--- config.mk ---
export PLATFORM = sky130hd
export DESIGN_NAME = imem_loader_flat
export DESIGN_NICKNAME = d
export VERILOG_FILES = /design/src/rtl/imem_loader_pkg.sv /design/src/rtl/imem_loader_if.sv /design/src/rtl/imem_loader_byte_packer.sv /design/src/rtl/imem_loader.sv /design/src/flat_wrapper.sv
export SDC_FILE = /design/constraint.sdc
export NUM_CORES = 1
export LEC_CHECK = 0
export CORE_ASPECT_RATIO = 0.9
export CORE_MARGIN = 2
export CORE_UTILIZATION = 35
export DETAILED_ROUTE_END_ITERATION = 16
export PLACE_DENSITY = 0.56
export SYNTH_ARGS = -nofsm -noshare
export SYNTH_HDL_FRONTEND = slang
export SYNTH_SLANG_ARGS = --single-unit
--- constraint.sdc ---
create_clock -name clk -period 3.3 [get_ports clk]
set_input_delay 0.66 -clock clk [delete_from_list [all_inputs] [get_ports clk]]
set_output_delay 0.66 -clock clk [all_outputs]
set_load 0.1 [all_outputs]
--- src/rtl/imem_loader_pkg.sv ---
// Shared types and defaults for the instruction-memory loader.
// Latency: n/a (declarations only).
// Backpressure: n/a.
package imem_loader_pkg;

    localparam int DEPTH_DEF = 256;
    localparam int AW_DEF    = 8;

    typedef enum logic [1:0] {
        ST_HDR  = 2'd0,
        ST_LOAD = 2'd1,
        ST_DONE = 2'd2,
        ST_ERR  = 2'd3
    } state_t;

    // A header word count is usable only if it names at least one word and fits the RAM.
    function automatic logic hdr_ok(input logic [31:0] n, input int depth);
        return (n != 32'd0) && (n <= 32'(depth));
    endfunction

endpackage

--- src/rtl/imem_loader_if.sv ---
// Byte-stream input plus instruction-RAM write port of the loader.
// Latency: n/a (wiring only).
// Backpressure: in_ready qualifies in_valid; the RAM port has no backpressure.
interface imem_loader_if
    import imem_loader_pkg::*;
#(
    parameter int AW = AW_DEF
) ();
    logic          in_valid;
    logic [7:0]    in_data;
    logic          in_ready;
    logic          we;
    logic [AW-1:0] wa;
    logic [31:0]   wd;

    // Byte source / RAM observer side.
    modport master (
        output in_valid, in_data,
        input  in_ready, we, wa, wd
    );

    // Loader side.
    modport slave (
        input  in_valid, in_data,
        output in_ready, we, wa, wd
    );
endinterface

--- src/rtl/imem_loader_byte_packer.sv ---
// Packs accepted bytes little-endian into 32-bit words.
// Latency: word_valid/word_dat are combinational with the 4th accepted byte.
// Backpressure: none internally; the caller qualifies byte_vld with its ready.
module byte_packer
    import imem_loader_pkg::*;
(
    input  logic        clk,
    input  logic        reset_n,
    input  logic        clr,
    input  logic        byte_vld,
    input  logic [7:0]  byte_dat,
    output logic        word_valid,
    output logic [31:0] word_dat
);
    logic [1:0]  cnt_q, cnt_d;
    logic [23:0] sr_q, sr_d;

    // Earlier bytes sit in the low part of the word, so shift new bytes in from the top.
    assign word_valid = byte_vld & ~clr & (cnt_q == 2'd3);
    assign word_dat   = {byte_dat, sr_q};

    // Next byte count / shift contents; a clear drops any byte arriving alongside it.
    always_comb begin
        cnt_d = cnt_q;
        sr_d  = sr_q;
        if (clr) begin
            cnt_d = 2'd0;
            sr_d  = 24'd0;
        end else if (byte_vld) begin
            cnt_d = cnt_q + 2'd1;
            sr_d  = {byte_dat, sr_q[23:8]};
        end
    end

    // Packer state registers.
    always_ff @(posedge clk or negedge reset_n) begin
        if (!reset_n) begin
            cnt_q <= 2'd0;
            sr_q  <= 24'd0;
        end else begin
            cnt_q <= cnt_d;
            sr_q  <= sr_d;
        end
    end
endmodule

--- src/rtl/imem_loader.sv ---
// Loads a length-prefixed byte stream into instruction RAM, holding the core until done.
// Latency: RAM write one cycle after the 4th byte of each word; done one cycle after the last write.
// Backpressure: in_ready high in HDR/LOAD, low once finished or on a bad header.
module imem_loader
    import imem_loader_pkg::*;
#(
    parameter int DEPTH = DEPTH_DEF,
    parameter int AW    = AW_DEF
) (
    input  logic          clk,
    input  logic          reset_n,
    input  logic          start,
    imem_loader_if.slave  bus,
    output logic          cpu_hold,
    output logic          done,
    output logic          error
);
    state_t        state_q, state_d;
    logic [AW-1:0] idx_q, idx_d;
    logic [AW-1:0] nlast_q, nlast_d;
    logic          we_q, we_d;
    logic [AW-1:0] wa_q, wa_d;
    logic [31:0]   wd_q, wd_d;
    logic          done_q, done_d;
    logic          hold_q, hold_d;

    logic          in_ready;
    logic          xfer;
    logic          word_vld;
    logic [31:0]   word_dat;

    assign in_ready = (state_q == ST_HDR) || (state_q == ST_LOAD);
    assign xfer     = bus.in_valid & in_ready;

    byte_packer u_packer (
        .clk        (clk),
        .reset_n    (reset_n),
        .clr        (start),
        .byte_vld   (xfer),
        .byte_dat   (bus.in_data),
        .word_valid (word_vld),
        .word_dat   (word_dat)
    );

    // FSM next state, word index and write-port staging; start overrides everything.
    always_comb begin
        state_d = state_q;
        idx_d   = idx_q;
        nlast_d = nlast_q;
        we_d    = 1'b0;
        wa_d    = wa_q;
        wd_d    = wd_q;
        done_d  = (state_q == ST_DONE);
        hold_d  = (state_q != ST_DONE);
        if (start) begin
            state_d = ST_HDR;
            idx_d   = '0;
            done_d  = 1'b0;
            hold_d  = 1'b1;
        end else begin
            case (state_q)
                ST_HDR: begin
                    if (word_vld) begin
                        if (hdr_ok(word_dat, DEPTH)) begin
                            state_d = ST_LOAD;
                            idx_d   = '0;
                            // Keep N-1 so the last index fits AW bits even when N == DEPTH.
                            nlast_d = AW'(word_dat - 32'd1);
                        end else begin
                            state_d = ST_ERR;
                        end
                    end
                end
                ST_LOAD: begin
                    if (word_vld) begin
                        we_d = 1'b1;
                        wa_d = idx_q;
                        wd_d = word_dat;
                        // Final word: stop the index here so it never wraps.
                        if (idx_q == nlast_q) begin
                            state_d = ST_DONE;
                        end else begin
                            idx_d = idx_q + 1'b1;
                        end
                    end
                end
                default: ;
            endcase
        end
    end

    // State, index and output registers.
    always_ff @(posedge clk or negedge reset_n) begin
        if (!reset_n) begin
            state_q <= ST_HDR;
            idx_q   <= '0;
            nlast_q <= '0;
            we_q    <= 1'b0;
            wa_q    <= '0;
            wd_q    <= 32'd0;
            done_q  <= 1'b0;
            hold_q  <= 1'b1;
        end else begin
            state_q <= state_d;
            idx_q   <= idx_d;
            nlast_q <= nlast_d;
            we_q    <= we_d;
            wa_q    <= wa_d;
            wd_q    <= wd_d;
            done_q  <= done_d;
            hold_q  <= hold_d;
        end
    end

    assign bus.in_ready = in_ready;
    assign bus.we       = we_q;
    assign bus.wa       = wa_q;
    assign bus.wd       = wd_q;
    assign cpu_hold     = hold_q;
    assign done         = done_q;
    assign error        = (state_q == ST_ERR);
endmodule

--- src/flat_wrapper.sv ---
// flat-port wrapper written by rule: the top's interface ports become plain ports
module imem_loader_flat import imem_loader_pkg::*;
#(
    parameter int DEPTH = DEPTH_DEF,
    parameter int AW    = AW_DEF
)
  (clk, reset_n, start, cpu_hold, done, error, bus_in_valid, bus_in_data, bus_in_ready, bus_we, bus_wa, bus_wd);
  imem_loader_if #(.AW(AW)) bus_i ();
  input  logic clk;
  input  logic reset_n;
  input  logic start;
  output logic cpu_hold;
  output logic done;
  output logic error;
  input wire logic [$bits(bus_i.in_valid)-1:0] bus_in_valid;
  input wire logic [$bits(bus_i.in_data)-1:0] bus_in_data;
  output wire logic [$bits(bus_i.in_ready)-1:0] bus_in_ready;
  output wire logic [$bits(bus_i.we)-1:0] bus_we;
  output wire logic [$bits(bus_i.wa)-1:0] bus_wa;
  output wire logic [$bits(bus_i.wd)-1:0] bus_wd;
  assign bus_i.in_valid = bus_in_valid;
  assign bus_i.in_data = bus_in_data;
  assign bus_in_ready = bus_i.in_ready;
  assign bus_we = bus_i.we;
  assign bus_wa = bus_i.wa;
  assign bus_wd = bus_i.wd;
  imem_loader #(.DEPTH(DEPTH), .AW(AW)) u_core (.clk(clk), .reset_n(reset_n), .start(start), .bus(bus_i), .cpu_hold(cpu_hold), .done(done), .error(error));
endmodule
==> run summary <==
outcome = finished, final reports clean
Slew Limit Fails = 0
maximum level of the CTS H-tree = 3
Post-DP HPWL = 5330 um
final routed wire length divided by cell count = 16.7 um
Die ar. = 0.0114 sq mm
Main synth FF type = dfrtp_1
sequential fraction of design power = 48.2%
quantity of hold-fixing buffers added after cts = 0
Gates resized, CTS repair = 0
Least-Margin Pin Slew = 1090 ps
flip-flop and latch area = 0.00218 sq mm
share of post-route cells with drive strength above 1 = 36.3%
nets = 353
clock edge transition at the registers on the reported setup and hold paths = 60 ps
top area cells in the synthesized netlist = dfrtp_1, mux2_2, a22o_1
die span in x = 112 um
final setup violating endpoints = 0
worst clock skew on the final layout = 8.35 ps
number of buffers created by CTS = 9
Yosys top cell area share = 58.2%
count of different cell masters after synthesis = 38
IR drop worst, VDD = 0.215 mV
count of clock tree sinks = 87
unrepaired setup endpoints after global routing = false
vias post-DR = 2366
remaining routing DRC violations = 0
placed instance area = 0.00430 sq mm
Core Util, Final = 45.0%
total power density per cell area = 493 mW/mm^2
maximum clock frequency = 390 MHz
commonest cells after routing, fill and taps aside = dfrtp_1, buf_4, mux2_2
HP Class = reg -> reg
clock share of power = 47.2%
Post-synth ARST share = 100%
die height = 101 um
number of synthesis warnings = 0
area of the core = 0.0102 sq mm
post-route standard cell area excluding fillers = 0.00462 sq mm
fill cell instance count of the final layout = 989
clock latency on the worst-skew pair = 330 ps
antenna viol nets, final = 0
synthesis-to-finish area growth = 24.9%
post-layout minimum cycle time = 2560 ps
via count of the first global-routing pass = 2451
number of cells after detailed placement = 455
peak fanout along the critical path = 7
Port Buf Inserts = 56
maximum clock path buffer count = 2
Starting DRT DRC Count = 140
sw power = 491 uW
Rows = 35
count of flip-flops with a built-in enable after synthesis = 0
commonest non-fill, non-tap cell in the layout = dfrtp_1
critical path class = in -> reg
Ports = 57
Comb power frac = 4.6%
TritonCTS clock tree = built
number of antenna violations at the first check in global routing = 0
GRT Overall Usage = 14.6%
CP Capture Type = register
startpoint type of the worst setup path = input pin
routability congestion estimate = 0.776
wire length after detailed routing = 7870 um
Antenna Cells = 0
Internal Dissipation = 1.79 mW
total negative slack = 0 ps
number of cells produced by synthesis = 277
leakage power figure = 2.29 nW
share of the clock period used by the worst path after layout = 77.6%
global-route wire length before repair = 13100 um
post-CTS setup buffer count = 0
arrival time of the worst setup path = 2780 ps
required time of the critical path = 3520 ps
Post-Synthesis Cell Area = 0.00369 sq mm
overflow left after global routing = 0
post-synthesis net count = 293
worst-case setup slack after placement = 374 ps
post-layout instance count excluding filler cells = 471
Root Driver = clkbuf_16
total of max-cap violations = 0
share of total power consumed by net switching = 21.5%
Pre-antenna DRT Iters = 4
flop and latch count out of synthesis = 87
maximum number of pins on one net before global-route repair = 88
fin worst setup slack = 739 ps
sequential fraction of the synthesis area = 59.0%
final hold violations = 0
worst hold slack = 486 ps
area of the multi-input gates = 0.00143 sq mm
Synth Area per Inst = 13.3 sq um
reg-to-reg slack, setup = 770 ps
Rel. slew slack = 27.5%
Total Power Consumption = 2.28 mW
starting utilization of the core area = 36.1%
cell taking the most area after synthesis = dfrtp_1
drt via density = 5.02
[cell type report]
class	instances	area share, %
flip-flops and latches	87	47.2
repair buffers	61	10.7
clock buffers	11	5.04
well taps	129	3.50
clock inverters	5	1.76
inverters	9	0.732
multi-input cells	169	31.0
[path summary, 6_finish.rpt]
check | cells past startpoint | to | from
min | 2 | u_core.bus.wd[0] | u_core.bus.wd[0]
max in group asynchronous | 1 | u_core.bus.wd[8] | reset_n
max | 6 | u_core.idx_q[4] | bus_in_data[1]
min reg2reg | 2 | u_core.bus.wd[0] | u_core.bus.wd[0]
min in group asynchronous | 1 | u_core.bus.we | reset_n
max reg2reg | 5 | u_core.idx_q[4] | u_core.state_q[1]
[power groups by stage]
stage	Combinational [mW]	Sequential (mW)	Clock (mW)
after global routing	0.116	1.10	1.15
after detailed placement	0.106	1.12	0
after global placement	0.105	1.12	0
after CTS	0.107	1.10	1.10
after floorplan	0.0508	1.12	0
final	0.104	1.10	1.07
[cell usage after synthesis (all sizes together), types with 4 or more instances]
cell type / number
a22o: 29
inv: 9
dfrtp: 86
nand2: 14
ha: 4
nor4: 6
xnor2: 11
or4: 4
xor2: 6
clkbuf: 11
mux2: 45
nor3: 5
nand3: 5
nor2: 10
[worst max-delay path, stage by stage]
cell and delay, ps:
clkdlybuf4s50_1 450, or4_1 520, nor2_1 190, a41oi_1 200
a22o_2 360, a221o_2 390
[flip-flops by register name, summed over array words and instances (netlist names)]
signal / cells
u_core.bus.wa: 8
u_core.bus.we: 1
u_core.idx_q: 8
u_core.nlast_q: 8
u_core.bus.wd: 32
u_core.u_packer.cnt_q: 2
u_core.done: 1
u_core.cpu_hold: 1
u_core.state_q: 2
u_core.u_packer.sr_q: 24
[cells by family after synthesis]
kind of cell	share of synthesized area, %
flip-flops	59.0
AND/OR/NAND/NOR	9.45
multiplexers	14.3
AO/OA/AOI/OAI	9.62
buffers and inverters	2.34
XOR/XNOR	4.03
adder cells (fa/ha/maj)	1.35
[layer usage]
layer,vias to the layer above,GRT usage [%],routed length (um)
li1,1127,-,-
met1,1181,21.5,3970
met2,48,21.5,3450
met3,10,3.05,326
met4,0,5.63,114
met5,-,0,0
Power figures use the tool's default switching activity.
